File: config.mk
export PLATFORM = sky130hd
export DESIGN_NAME = vball_oki_adpcm
export DESIGN_NICKNAME = d
export VERILOG_FILES = /design/src/rtl/vball_oki_pkg.sv /design/src/rtl/vball_adpcm_decode.sv /design/src/rtl/vball_oki_adpcm.sv
export SDC_FILE = /design/constraint.sdc
export NUM_CORES = 1
export LEC_CHECK = 0
export ABC_CLOCK_PERIOD_IN_PS = 9100
export CORE_MARGIN = 4
export CORE_UTILIZATION = 55
export CTS_CLUSTER_DIAMETER = 50
export DETAILED_ROUTE_END_ITERATION = 12
export PLACE_DENSITY_LB_ADDON = 0.2
export SYNTH_ARGS = -nofsm -noshare
export SYNTH_HDL_FRONTEND = slang
export SYNTH_SLANG_ARGS = --single-unit
File: constraint.sdc
create_clock -name clk_sys -period 9.1 [get_ports clk_sys]
set_clock_uncertainty 0.05 [all_clocks]
set_input_delay 0.91 -clock clk_sys [delete_from_list [all_inputs] [get_ports clk_sys]]
set_output_delay 0.91 -clock clk_sys [all_outputs]
set_load 0.1 [all_outputs]
File: src/rtl/vball_oki_pkg.sv
// Shared tables and types for the 4-voice OKI ADPCM player.
// Latency: n/a (constants and pure functions only).
// Backpressure: n/a.
//
// Contents: STEP quantiser table, ADJ step-index deltas, VOL attenuation
// multipliers, FSM state enum and two small helper functions.
package vball_oki_pkg;

    localparam logic [10:0] STEP [0:48] = '{
        11'd16,   11'd17,   11'd19,   11'd21,   11'd23,   11'd25,   11'd28,
        11'd31,   11'd34,   11'd37,   11'd41,   11'd45,   11'd50,   11'd55,
        11'd60,   11'd66,   11'd73,   11'd80,   11'd88,   11'd97,   11'd107,
        11'd118,  11'd130,  11'd143,  11'd157,  11'd173,  11'd190,  11'd209,
        11'd230,  11'd253,  11'd279,  11'd307,  11'd337,  11'd371,  11'd408,
        11'd449,  11'd494,  11'd544,  11'd598,  11'd658,  11'd724,  11'd796,
        11'd876,  11'd963,  11'd1060, 11'd1166, 11'd1282, 11'd1411, 11'd1552
    };

    localparam logic signed [4:0] ADJ [0:7] = '{
        -5'sd1, -5'sd1, -5'sd1, -5'sd1, 5'sd2, 5'sd4, 5'sd6, 5'sd8
    };

    localparam logic [5:0] VOL [0:8] = '{
        6'd32, 6'd22, 6'd16, 6'd11, 6'd8, 6'd5, 6'd4, 6'd3, 6'd2
    };

    typedef enum logic [2:0] {
        ST_IDLE,
        ST_TBL_RD,
        ST_V_FETCH,
        ST_V_DECODE,
        ST_MIX
    } state_t;

    // Lowest set bit of a voice mask; callers guarantee the mask is non-zero.
    function automatic logic [1:0] lowest_voice(input logic [3:0] m);
        if (m[0])      return 2'd0;
        else if (m[1]) return 2'd1;
        else if (m[2]) return 2'd2;
        else if (m[3]) return 2'd3;
        else           return 2'd0;
    endfunction

    // (signal * mult) >>> 5 with mult from VOL; attenuation codes above 8 mute.
    function automatic logic signed [12:0] vol_scale(input logic signed [11:0] sig,
                                                     input logic [3:0]         att);
        logic [5:0]         mult;
        logic signed [18:0] prod;
        mult = (att <= 4'd8) ? VOL[att] : 6'd0;
        prod = sig * $signed({1'b0, mult});
        return 13'(prod >>> 5);
    endfunction

endpackage

File: src/rtl/vball_adpcm_decode.sv
// One OKI ADPCM nibble step: (nibble, signal, step index) -> (signal', index').
// Latency: purely combinational.
// Backpressure: none; shared by all voices, the caller selects the operands.
//
// Ports: nibble[3:0], sig_in[11:0] signed, idx_in[5:0] -> sig_out[11:0], idx_out[5:0].
module vball_adpcm_decode
    import vball_oki_pkg::*;
(
    input  logic        [3:0]  nibble,
    input  logic signed [11:0] sig_in,
    input  logic        [5:0]  idx_in,
    output logic signed [11:0] sig_out,
    output logic        [5:0]  idx_out
);

    logic        [10:0] step;
    logic        [12:0] diff;
    logic signed [13:0] sig_ext;
    logic signed [13:0] diff_ext;
    logic signed [13:0] sum;
    logic signed [4:0]  adj;
    logic signed [6:0]  idx_sum;

    always_comb begin
        step = STEP[idx_in];
        diff = {5'd0, step[10:3]};
        if (nibble[0]) diff = diff + {4'd0, step[10:2]};
        if (nibble[1]) diff = diff + {3'd0, step[10:1]};
        if (nibble[2]) diff = diff + {2'd0, step};

        sig_ext  = {{2{sig_in[11]}}, sig_in};
        diff_ext = {1'b0, diff};
        sum      = nibble[3] ? (sig_ext - diff_ext) : (sig_ext + diff_ext);

        if (sum > 14'sd2047)
            sig_out = 12'sd2047;
        else if (sum < -14'sd2048)
            sig_out = -12'sd2048;
        else
            sig_out = sum[11:0];

        adj     = ADJ[nibble[2:0]];
        idx_sum = $signed({1'b0, idx_in}) + $signed({{2{adj[4]}}, adj});
        if (idx_sum < 7'sd0)
            idx_out = 6'd0;
        else if (idx_sum > 7'sd48)
            idx_out = 6'd48;
        else
            idx_out = idx_sum[5:0];
    end

endmodule

File: src/rtl/vball_oki_adpcm.sv
// 4-voice OKI ADPCM phrase player on the sound-CPU bus; one mixed sample per sample_ce.
// Latency: sample updated within 4*(ROM_LAT+3)+8 clk_sys cycles of sample_ce.
// Backpressure: none; CPU writes are edge-detected, one start is queued, frames are latched.
//
// Ports: clk_sys/reset_n; sample_ce strobe; cs/wr/din/dout CPU bus (dout is 0 unless cs&~wr);
// rom_addr/rom_rd/rom_data fixed-latency sample ROM; sample (signed 16-bit mix); busy[3:0].
module vball_oki_adpcm
    import vball_oki_pkg::*;
#(
    parameter int ROM_AW  = 18,
    parameter int ROM_LAT = 1
)(
    input  logic              clk_sys,
    input  logic              reset_n,
    input  logic              sample_ce,
    input  logic              cs,
    input  logic              wr,
    input  logic [7:0]        din,
    output logic [7:0]        dout,
    output logic [ROM_AW-1:0] rom_addr,
    output logic              rom_rd,
    input  logic [7:0]        rom_data,
    output logic [15:0]       sample,
    output logic [3:0]        busy
);

    localparam int WW = (ROM_LAT < 1) ? 1 : $clog2(ROM_LAT + 1);

    state_t state, state_nxt;

    // CPU command state
    logic        wr_prev, awaiting;
    logic [6:0]  phrase;
    logic        pend_vld;
    logic [6:0]  pend_phrase;
    logic [1:0]  pend_voice;
    logic [3:0]  pend_att;
    logic        ce_pend;

    // Sequencer state
    logic [6:0]  cur_phrase;
    logic [1:0]  cur_voice;
    logic [3:0]  cur_att;
    logic [WW-1:0] wcnt;
    logic [2:0]  tcnt;
    logic [1:0]  vsel;
    logic [3:0]  active;     // voices that were playing when the current frame began
    logic [7:0]  rom_byte;
    logic [17:0] tbl_start;
    logic [9:0]  tbl_end_hi;

    // Per-voice state
    logic [ROM_AW-1:0]  v_addr [4];
    logic [ROM_AW-1:0]  v_end  [4];
    logic signed [11:0] v_sig  [4];
    logic [5:0]         v_idx  [4];
    logic [3:0]         v_nib;   // 1: next nibble is the high one
    logic [3:0]         v_att  [4];

    logic wr_acc, ce_take, start_go, start_drop, lat_done, tbl_last;
    logic [17:0] end_full;
    logic [3:0]  nibble;
    logic signed [11:0] dec_sig;
    logic [5:0]  dec_idx;
    logic signed [12:0] vol [4];
    logic signed [13:0] mix_sum;

    assign wr_acc     = cs & wr & ~wr_prev;
    assign ce_take    = (state == ST_IDLE) && (sample_ce || ce_pend);
    assign start_go   = (state == ST_IDLE) && !ce_take && pend_vld && !busy[pend_voice];
    assign start_drop = (state == ST_IDLE) && !ce_take && pend_vld &&  busy[pend_voice];
    assign lat_done   = (wcnt == WW'(ROM_LAT));
    assign tbl_last   = lat_done && (tcnt == 3'd5);
    assign end_full   = {tbl_end_hi, rom_data};
    assign nibble     = v_nib[vsel] ? rom_byte[7:4] : rom_byte[3:0];
    assign dout       = (cs & ~wr) ? {4'h0, busy} : 8'h00;

    vball_adpcm_decode u_dec (
        .nibble  (nibble),
        .sig_in  (v_sig[vsel]),
        .idx_in  (v_idx[vsel]),
        .sig_out (dec_sig),
        .idx_out (dec_idx)
    );

    always_comb begin
        mix_sum = '0;
        for (int i = 0; i < 4; i++) begin
            vol[i]  = active[i] ? vol_scale(v_sig[i], v_att[i]) : 13'sd0;
            mix_sum = mix_sum + {vol[i][12], vol[i]};
        end
    end

    // FSM: state register
    always_ff @(posedge clk_sys or negedge reset_n) begin
        if (!reset_n) state <= ST_IDLE;
        else          state <= state_nxt;
    end

    // FSM: next state
    always_comb begin
        state_nxt = state;
        case (state)
            ST_IDLE: begin
                if (ce_take)       state_nxt = ST_V_FETCH;
                else if (start_go) state_nxt = ST_TBL_RD;
            end
            ST_TBL_RD:   if (tbl_last) state_nxt = ST_IDLE;
            ST_V_FETCH: begin
                // Idle voices are skipped in a single cycle without a ROM read.
                if (!active[vsel])  state_nxt = (vsel == 2'd3) ? ST_MIX : ST_V_FETCH;
                else if (lat_done)  state_nxt = ST_V_DECODE;
            end
            ST_V_DECODE: state_nxt = (vsel == 2'd3) ? ST_MIX : ST_V_FETCH;
            ST_MIX:      state_nxt = ST_IDLE;
            default:     state_nxt = ST_IDLE;
        endcase
    end

    // FSM: outputs (one read per table byte / voice, issued when the wait counter is 0)
    always_comb begin
        rom_rd   = 1'b0;
        rom_addr = '0;
        case (state)
            ST_TBL_RD: begin
                rom_rd   = (wcnt == '0);
                rom_addr = ROM_AW'({cur_phrase, tcnt});
            end
            ST_V_FETCH: begin
                rom_rd   = active[vsel] && (wcnt == '0);
                rom_addr = v_addr[vsel];
            end
            default: ;
        endcase
    end

    // Datapath. Later assignments in this block take priority: CPU commands
    // override the sequencer (newest start wins, stop beats a same-cycle start).
    always_ff @(posedge clk_sys or negedge reset_n) begin
        if (!reset_n) begin
            wr_prev     <= 1'b0;
            awaiting    <= 1'b0;
            phrase      <= '0;
            pend_vld    <= 1'b0;
            pend_phrase <= '0;
            pend_voice  <= '0;
            pend_att    <= '0;
            ce_pend     <= 1'b0;
            cur_phrase  <= '0;
            cur_voice   <= '0;
            cur_att     <= '0;
            wcnt        <= '0;
            tcnt        <= '0;
            vsel        <= '0;
            active      <= '0;
            rom_byte    <= '0;
            tbl_start   <= '0;
            tbl_end_hi  <= '0;
            v_nib       <= '0;
            busy        <= '0;
            sample      <= '0;
            for (int i = 0; i < 4; i++) begin
                v_addr[i] <= '0;
                v_end[i]  <= '0;
                v_sig[i]  <= '0;
                v_idx[i]  <= '0;
                v_att[i]  <= '0;
            end
        end else begin
            wr_prev <= cs & wr;
            ce_pend <= (ce_pend | sample_ce) & ~ce_take;

            case (state)
                ST_IDLE: begin
                    wcnt <= '0;
                    tcnt <= '0;
                    vsel <= '0;
                    if (ce_take) begin
                        active <= busy;
                    end else if (start_go) begin
                        cur_phrase <= pend_phrase;
                        cur_voice  <= pend_voice;
                        cur_att    <= pend_att;
                        pend_vld   <= 1'b0;
                    end else if (start_drop) begin
                        pend_vld   <= 1'b0;
                    end
                end
                ST_TBL_RD: begin
                    if (lat_done) begin
                        wcnt <= '0;
                        tcnt <= tcnt + 3'd1;
                        case (tcnt)
                            3'd0: tbl_start[17:16] <= rom_data[1:0];
                            3'd1: tbl_start[15:8]  <= rom_data;
                            3'd2: tbl_start[7:0]   <= rom_data;
                            3'd3: tbl_end_hi[9:8]  <= rom_data[1:0];
                            3'd4: tbl_end_hi[7:0]  <= rom_data;
                            default: ;
                        endcase
                        if (tbl_last && (end_full >= tbl_start)) begin
                            v_addr[cur_voice] <= ROM_AW'(tbl_start);
                            v_end[cur_voice]  <= ROM_AW'(end_full);
                            v_sig[cur_voice]  <= '0;
                            v_idx[cur_voice]  <= '0;
                            v_nib[cur_voice]  <= 1'b1;
                            v_att[cur_voice]  <= cur_att;
                            busy[cur_voice]   <= 1'b1;
                        end
                    end else begin
                        wcnt <= wcnt + 1'b1;
                    end
                end
                ST_V_FETCH: begin
                    if (!active[vsel]) begin
                        wcnt <= '0;
                        vsel <= vsel + 2'd1;
                    end else if (lat_done) begin
                        wcnt     <= '0;
                        rom_byte <= rom_data;
                    end else begin
                        wcnt <= wcnt + 1'b1;
                    end
                end
                ST_V_DECODE: begin
                    v_sig[vsel] <= dec_sig;
                    v_idx[vsel] <= dec_idx;
                    v_nib[vsel] <= ~v_nib[vsel];
                    if (!v_nib[vsel]) begin
                        v_addr[vsel] <= v_addr[vsel] + 1'b1;
                        if (v_addr[vsel] == v_end[vsel]) busy[vsel] <= 1'b0;
                    end
                    vsel <= vsel + 2'd1;
                end
                ST_MIX: sample <= {mix_sum, 2'b00};
                default: ;
            endcase

            if (wr_acc) begin
                if (awaiting) begin
                    awaiting <= 1'b0;
                    if ((din[7:4] != 4'd0) && (phrase != 7'd0)) begin
                        pend_vld    <= 1'b1;
                        pend_phrase <= phrase;
                        pend_voice  <= lowest_voice(din[7:4]);
                        pend_att    <= din[3:0];
                    end
                end else if (din[7]) begin
                    phrase   <= din[6:0];
                    awaiting <= 1'b1;
                end else begin
                    // Clearing active as well mutes the voice in a frame already under way.
                    for (int i = 0; i < 4; i++) begin
                        if (din[3+i]) begin
                            busy[i]   <= 1'b0;
                            active[i] <= 1'b0;
                        end
                    end
                end
            end
        end
    end

endmodule

# ---- Word-level counts from Yosys, hierarchy flattened
# Memory sizes are Yosys's and may differ from the RTL's.
# Index checks and enable logic that the tools add are counted.
dict set report totals {
  register_bits 340
  in_bits 21
  latchBits 0
  out_inout_bits 47
  memories 6
  mem_bits_rw 0
  rom_bits 1128
}
dict set report classes {
  n_eq_ne 18
  reduce_logical 39
  n_shift 0
  mux 136
  order_cmp 24
  multipliers 4
  n_div 0
  n_bitwise 27
  addsub 13
}
# name words width read_ports rd_clocked_by_memory_dff wr line
set memory_table {}
lappend memory_table {{(no name shown)} 64 11 1 0 0 vball_adpcm_decode.sv:25} ;# step = STEP[idx_in];
lappend memory_table {{(no name shown)} 16 6 1 0 0 vball_oki_pkg.sv:49} ;# mult = (att <= 4'd8) ? VOL[att] : 6'd0;
lappend memory_table {{(no name shown)} 16 6 1 0 0 vball_oki_pkg.sv:49}
lappend memory_table {{(no name shown)} 16 6 1 0 0 vball_oki_pkg.sv:49}
lappend memory_table {{(no name shown)} 16 6 1 0 0 vball_oki_pkg.sv:49}
lappend memory_table {{(no name shown)} 8 5 1 0 0 vball_adpcm_decode.sv:42} ;# adj = ADJ[nibble[2:0]];
# operator count
set op_table {}
lappend op_table {{72-bit bitwise mux} 3}
lappend op_table {{72-bit two-way mux} 3}
lappend op_table {{72-bit case mux with 2 select lines} 1}
lappend op_table {{18-bit two-way mux} 6}
lappend op_table {{6-bit two-way mux} 18}
lappend op_table {{48-bit two-way mux} 2}
lappend op_table {{48-bit case mux with 2 select lines} 1}
lappend op_table {{13-bit two-way mux} 7}
lappend op_table {{18-bit binary-select mux with 2-bit select} 2}
lappend op_table {{18-bit demux with 2-bit select} 2}
lappend op_table {{12-bit by 7-bit multiplier with 18-bit output} 4}
lappend op_table {{12-bit two-way mux} 6}
lappend op_table {{4-bit two-way mux} 17}
lappend op_table {{48-bit AND} 1}
lappend op_table {{48-bit bitwise mux} 1}
lappend op_table {{12-bit demux with 2-bit select} 2}
lappend op_table {{24-bit two-way mux} 2}
lappend op_table {{48-bit inverter} 1}
lappend op_table {{24-bit case mux with 2 select lines} 1}
lappend op_table {{18-bit case mux with 2 select lines} 1}
lappend op_table {{3-bit AND reduction} 12}
lappend op_table {{14-bit adder} 2}
lappend op_table {{24-bit AND} 1}
lappend op_table {{12-bit binary-select mux with 2-bit select} 1}
lappend op_table {{other kinds (72)} 164}

# ---- Longest topological paths before layout
dict set report depth {
  ltp_word 21
  ltp_mapped 46
  mapped_depth_nobuf 42
}

# ---- By module
# A second synthesis with hierarchy kept.
dict set report hier_totals {
  hier_cells 3292
  hier_area_um2 31993.2
}
# module area_per_inst_um2 cells_each instances
set modules_own_cells {}
lappend modules_own_cells {vball_oki_adpcm 27832.9 2709 1}
lappend modules_own_cells {vball_adpcm_decode 4160.2 583 1}

# ---- Worst setup path before layout
# No wires, ideal clock.
dict set report synth_path {
  kind {register to register}
  startpoint {reg vsel[0]}
  endpoint {reg v_sig[1] in the netlist's numbering}
  path_stages_with_launch 45
  path_slack_ps 67
  arrival_ps 8841
  cell_sequence {dfrtp_1 > buf_6 > mux4_2 > buf_2 > clkinv_1 > ha_1 > inv_1 > mux2i_1 > a311o_1 > a32oi_1 > ha_1 > a211oi_1 > o21bai_1 > a21oi_1 > xnor2_1 > mux2i_1 > inv_1 > ha_1 > [9 not listed] > xnor2_1 > nand2_1 > o211ai_1 > or3_1 > buf_2 > nor2_1 > a21oi_1 > xnor2_1 > ha_1 > or2_2 > a21oi_1 > a31oi_1 > xor2_1 > a21oi_1 > clkbuf_1 > a211oi_1 > nor4_1 > o21ai_1}
}
dict set report synth_via {
  elab_chain_len 21
}
# element line
set synth_rtl {}
lappend synth_rtl {{start: declaration} vball_oki_adpcm.sv:46} ;# logic [1:0] vsel;
lappend synth_rtl {{start signal: assignment} vball_oki_adpcm.sv:217} ;# vsel <= vsel + 2'd1;
lappend synth_rtl {{start signal: assignment} vball_oki_adpcm.sv:233} ;# vsel <= vsel + 2'd1;
lappend synth_rtl {{2-bit inverter with 3-bit output (not written as such)} {vball_oki_adpcm.sv:80, vball_oki_adpcm.sv:81, vball_oki_adpcm.sv:226}}
lappend synth_rtl {{6-bit binary-select mux with 2-bit select} vball_oki_adpcm.sv:81} ;# .idx_in (v_idx[vsel]),
lappend synth_rtl {{6-bit two-way mux (not written as such) (2 in series)} vball_oki_adpcm.sv:81}
lappend synth_rtl {{6-bit inverter with 7-bit output (not written as such)} vball_adpcm_decode.sv:25}
lappend synth_rtl {{memory 64 x 11 bit} --}
lappend synth_rtl {{11-bit two-way mux (not written as such) (2 in series)} vball_adpcm_decode.sv:25}
lappend synth_rtl {{8-bit by 9-bit adder with 10-bit output} vball_adpcm_decode.sv:27} ;# if (nibble[0]) diff = diff + {4'd0, step[10:2]};
lappend synth_rtl {{13-bit two-way mux} vball_adpcm_decode.sv:27}
lappend synth_rtl {{[3 not listed]} --}
lappend synth_rtl {{13-bit two-way mux} vball_adpcm_decode.sv:29} ;# if (nibble[2]) diff = diff + {2'd0, step};
lappend synth_rtl {{12-bit by 14-bit adder with 14-bit output or 12-bit by 14-bit subtractor with 14-bit output (tied branches)} vball_adpcm_decode.sv:33} ;# sum = nibble[3] ? (sig_ext - diff_ext) : (sig_ext + diff_ext);
lappend synth_rtl {{14-bit two-way mux} vball_adpcm_decode.sv:33}
lappend synth_rtl {{14-bit by 12-bit < comparator with 1-bit output} vball_adpcm_decode.sv:37} ;# else if (sum < -14'sd2048)
lappend synth_rtl {{12-bit two-way mux} vball_adpcm_decode.sv:37}
lappend synth_rtl {{12-bit two-way mux} vball_adpcm_decode.sv:35} ;# if (sum > 14'sd2047)
lappend synth_rtl {{48-bit bitwise mux *} vball_oki_adpcm.sv:226} ;# v_sig[vsel] <= dec_sig;
lappend synth_rtl {{48-bit case mux with 2 select lines *} vball_oki_adpcm.sv:173} ;# case (state)
lappend synth_rtl {{end signal: indexed assignment} vball_oki_adpcm.sv:226}
lappend synth_rtl {{end: declaration} vball_oki_adpcm.sv:55} ;# logic signed [11:0] v_sig [4];
# Mark *: on every way between the ends. The rest lies on a longest branch, timed or not. The select of a mux whose other input is x is not followed.
# A chain may end at the register's enable or synchronous reset.

# ---- Worst setup path in the final report
dict set report layout_path {
  startpoint {reg vsel[0]}
  endpoint {reg v_sig[9] in the netlist's numbering}
}
# Same word-level chain as after synthesis.

==> summary by stage <==
Cells and area
The sequential cells in the finished layout cover a total of roughly 0.0085 mm². The filler cells instantiated in the layout total roughly 4,600. The number of nets in the layout is between 3,000 and 4,000.

0 antenna diodes ended up in the layout. In the final layout, the multi-input gates occupy about 0.021 mm². The proportion of layout cells with a drive suffix above 1 is approximately 14%. Compared with the post-synthesis result, the final layout area differs by 11.5%.

Setup path
The number of cells on the worst reg-to-reg path is 40. The worst register-to-register path ends at v_sig[9]$_DFFE_PN0P_. Of all nets on the critical path, the largest fanout is 11. The most critical setup path has its endpoint at v_sig[9]$_DFFE_PN0P_.

The number of buffer and inverter stages on the critical path is 4. By instance count, the cell type seen most on the critical path is a21oi_1. The internal reg-to-reg setup slack is roughly 330 ps. The endpoint kind of the worst setup timing path is a flop. In this run the critical register-to-register path is launched from vsel[0]$_DFFE_PN0P_.

The kind of critical path is flop to flop. The slowest stage of the critical path belongs to the cell mux4_2. In this design, the stage delay of the slowest critical-path cell is roughly 570 ps.

Counting buffers and inverters, the worst setup path is 40 cells deep. The start point of the critical path is vsel[0]$_DFFE_PN0P_. The critical path arrival is just over 9000 ps. The kind of cell with the highest combined delay along the critical path is compound AO/OA/AOI/OAI gates. The required time at the endpoint of the critical path is between 9000 and 10,000 ps.

The type of element launching the critical path is a flop.

Yosys
The proportion of synthesized chip area in sequential cells is a little over a quarter. The area of the mapped netlist is 0.0312 mm². Each instance of the synthesized netlist takes up on average roughly 9.6 µm². The number of warnings printed during yosys synthesis is 0.

The cell taking the most area after synthesis is dfrtp_1. Yosys mapped the design onto 80 distinct sky130hd cell types. The cell count after synthesis came out at around 3,200.

In the post-synthesis netlist, the biggest area contributors are dfrtp_1, fa_1, ha_1, mux2_2, nand2_1. For this run, the leading register cell type out of synthesis is dfrtp_1. After synthesis the netlist holds a flip-flop and latch count of 340. Summed over its instances, the top area cell type makes up a little over a quarter of the synthesized netlist area. In this run, synthesis inferred 0 flip-flops with an integrated enable. Counting flops with an async set or reset pin after synthesis yields a share of between 90% and 100%.

Detailed routing
The overall via count from detail_route is roughly 25,000. The number of DRC violations after detailed routing is 0. The vias per cell is around 6. Summed over all layers, the routed wires come to approximately 85,000 µm.

The iteration-0 DRC count of the detailed router is 1,773. The first-pass iteration count of the detailed router is 6. The count of nets left with antenna violations once routing finished came out at 0.

The mean routed wirelength per cell is a little over 20 µm.

Clock tree
For this design, the CTS-stage hold fixing added 0 buffers. The later pin in the worst-skew pair is clocked with a latency of around 560 ps. The number of clock buffers added by TritonCTS is 38. The cell at the root of the clock tree is clkbuf_16. The total number of H-tree levels is 2.

The clock passes through at most 3 buffers. The number of clock sinks seen by CTS is 340. The clock tree from TritonCTS is done. The clock transition at the registers of the reported paths is 60 ps.

STA
For the pin with the worst max-slew slack, the measured transition is ~1200 ps. The final number of hold-violating endpoints is 0. Measured against its own limit, the worst slew margin works out to 18.4%. The worst hold slack is 224 ps. Setup violations remaining at the end of the flow were counted as 0.

The smallest clock period supported by the final layout is computed as just under 9000 ps. For this run, the top clock speed supported by timing is between 0.1 and 0.15 GHz. Of the available clock period, the critical path in the final layout requires a little over nine tenths.

The number of max-slew violations in the final report is 0.

Die
Once the floorplan was initialized, standard cells occupied 55.4% of the core. The top-level port count is 68. The floorplan has slightly below 90 rows. The floorplan step defined a core boundary enclosing between 0.05 and 0.06 mm².

The height of the die is around 250 µm. The horizontal die dimension is between 200 and 250 µm. The die area is ~0.06 mm².

Hold path
The classification of the worst-slack hold path is input pin to async pin.

Global routing
The number of global-route vias before repair came to 25,300. Entering global routing, the biggest net connects between 80 and 90 pins. The number of antenna violations at the first check in global routing is 0. The wire length of the first global-routing pass is approximately 140,000 µm. Global routing used 28.0% of the available tracks. Global routing finished with a remaining overflow of 0.

Placed design
The post-DP HPWL is between 60,000 and 70,000 µm. The number of I/O port buffers is 61. Routability-driven placement finished with a final weighted congestion of roughly 0.91.

Flow run
The tool flagged a number of max-cap violations equal to 0.

Run status
The flow ran to the end, and the final reports show no timing, DRC or antenna violations.
## worst register-to-register path, delay by kind of cell (launching register included)
kind | cells | cell delay (ps)
buffers and inverters | 4 | 590
DFF | 1 | 450
adders and majority gates | 6 | 1770
xor gates and xnor gates | 3 | 550
muxes | 2 | 840
AOI/OAI and AO/OA | 16 | 3060
and+or+nand+nor | 9 | 1320
## through the flow
stage | area (µm²) | cells | util [%] | worst slack [ps] | TNS, ps
after floorplan | 31200 | 3244 | - | 67.5 | 0
after global placement | 32800 | 4012 | 58.4 | 113 | 0
after detailed placement | 32800 | 4012 | 58.4 | -80.8 | -806
after CTS | 34100 | 4075 | 60.7 | 16.2 | 0
after global routing | 34800 | 4104 | 61.8 | -102 | -2430
final | 34800 | 4104 | 61.8 | 333 | 0
## Yosys cell counts, types with 45 or more instances
cell,number
xnor2_1,98
dfrtp_1,340
nand2_1,423
fa_1,223
inv_1,310
o21ai_0,185
nor3_1,45
xor2_1,60
clkbuf_1,97
nand3_1,51
nor2_1,148
a22o_1,73
mux2_2,147
ha_1,242
o211ai_1,51
and2_1,190
mux4_2,58
a21oi_1,109
## cells by family (layout without fill, tap and decap cells)
group,after synthesis,after routing,synth area share [%]
compound gates,591,591,12.6
xor+xnor,158,158,4.44
flops,340,340,27.3
other cells,1,6,0.0120
fa+ha+maj,466,466,24.1
buf+inv,453,553,5.83
simple gates,994,997,15.2
mux,236,237,10.6
## worst min-delay path by stage
stage / endpoint / slack (ps) / from
2_1_floorplan: pend_vld$_DFF_PN0_ / 390 / pend_vld$_DFF_PN0_
3_3_place_gp: pend_vld$_DFF_PN0_ / 400 / pend_vld$_DFF_PN0_
3_5_place_dp: pend_vld$_DFF_PN0_ / 410 / pend_vld$_DFF_PN0_
4_1_cts: sample[10]$_DFFE_PN0N_ / 230 / reset_n
5_1_grt: sample[5]$_DFFE_PN0N_ / 250 / reset_n
6_report: sample[8]$_DFFE_PN0N_ / 220 / reset_n
## sequential cells by signal, summed over array words and instances (netlist names), 10 cells and up
| register | count |
|---|---|
| v_att | 16 |
| v_sig | 48 |
| tbl_end_hi | 10 |
| sample | 14 |
| v_end | 72 |
| v_addr | 72 |
| v_idx | 24 |
| tbl_start | 18 |
## layout make-up
class                      count  share of cell area [%]
multi-input combinational   2455                    61.4
sequential                   340                    24.5
timing repair buffer         177                    4.37
inverter                     313                    3.38
clock buffer                  47                    3.03
tap                          756                    2.72
clock inverter                16                   0.641
## cell usage in the layout (no fill, tap or decap), types with 27 or more instances in the layout
master,n
dfrtp_1,338
o211ai_1,51
inv_1,310
nor2_1,140
nand2_1,423
clkdlybuf4s50_1,60
ha_1,231
nand3_1,50
clkbuf_16,38
a21oi_1,104
o21ai_0,178
xor2_1,60
fa_1,222
buf_4,110
mux2i_1,28
and2_1,188
mux4_2,59
nand2b_1,27
mux2_2,147
a22o_1,73
xnor2_1,98
nor3_1,43
## routing by layer
metal	share of wire, %	GRT usage (%)	vias up
met2	49	47.7	909
li1	-	-	11200
met1	40	35.9	12400
met5	0	0	-
met3	5.7	3.62	219
met4	5.0	12.6	0
## timing repair
action / 4_1_cts / 5_1_grt
endpoints found under the hold margin: 0 / 0
pin swaps: 0 / 38
gates resized for setup: 4 / 78
setup endpoints to repair: 44 / 50
cloned: 0 / 4
buffers inserted: 0 / 25
Power is not shown: default switching activity piles up to over one toggle a cycle in this logic, so the estimate is an artifact.
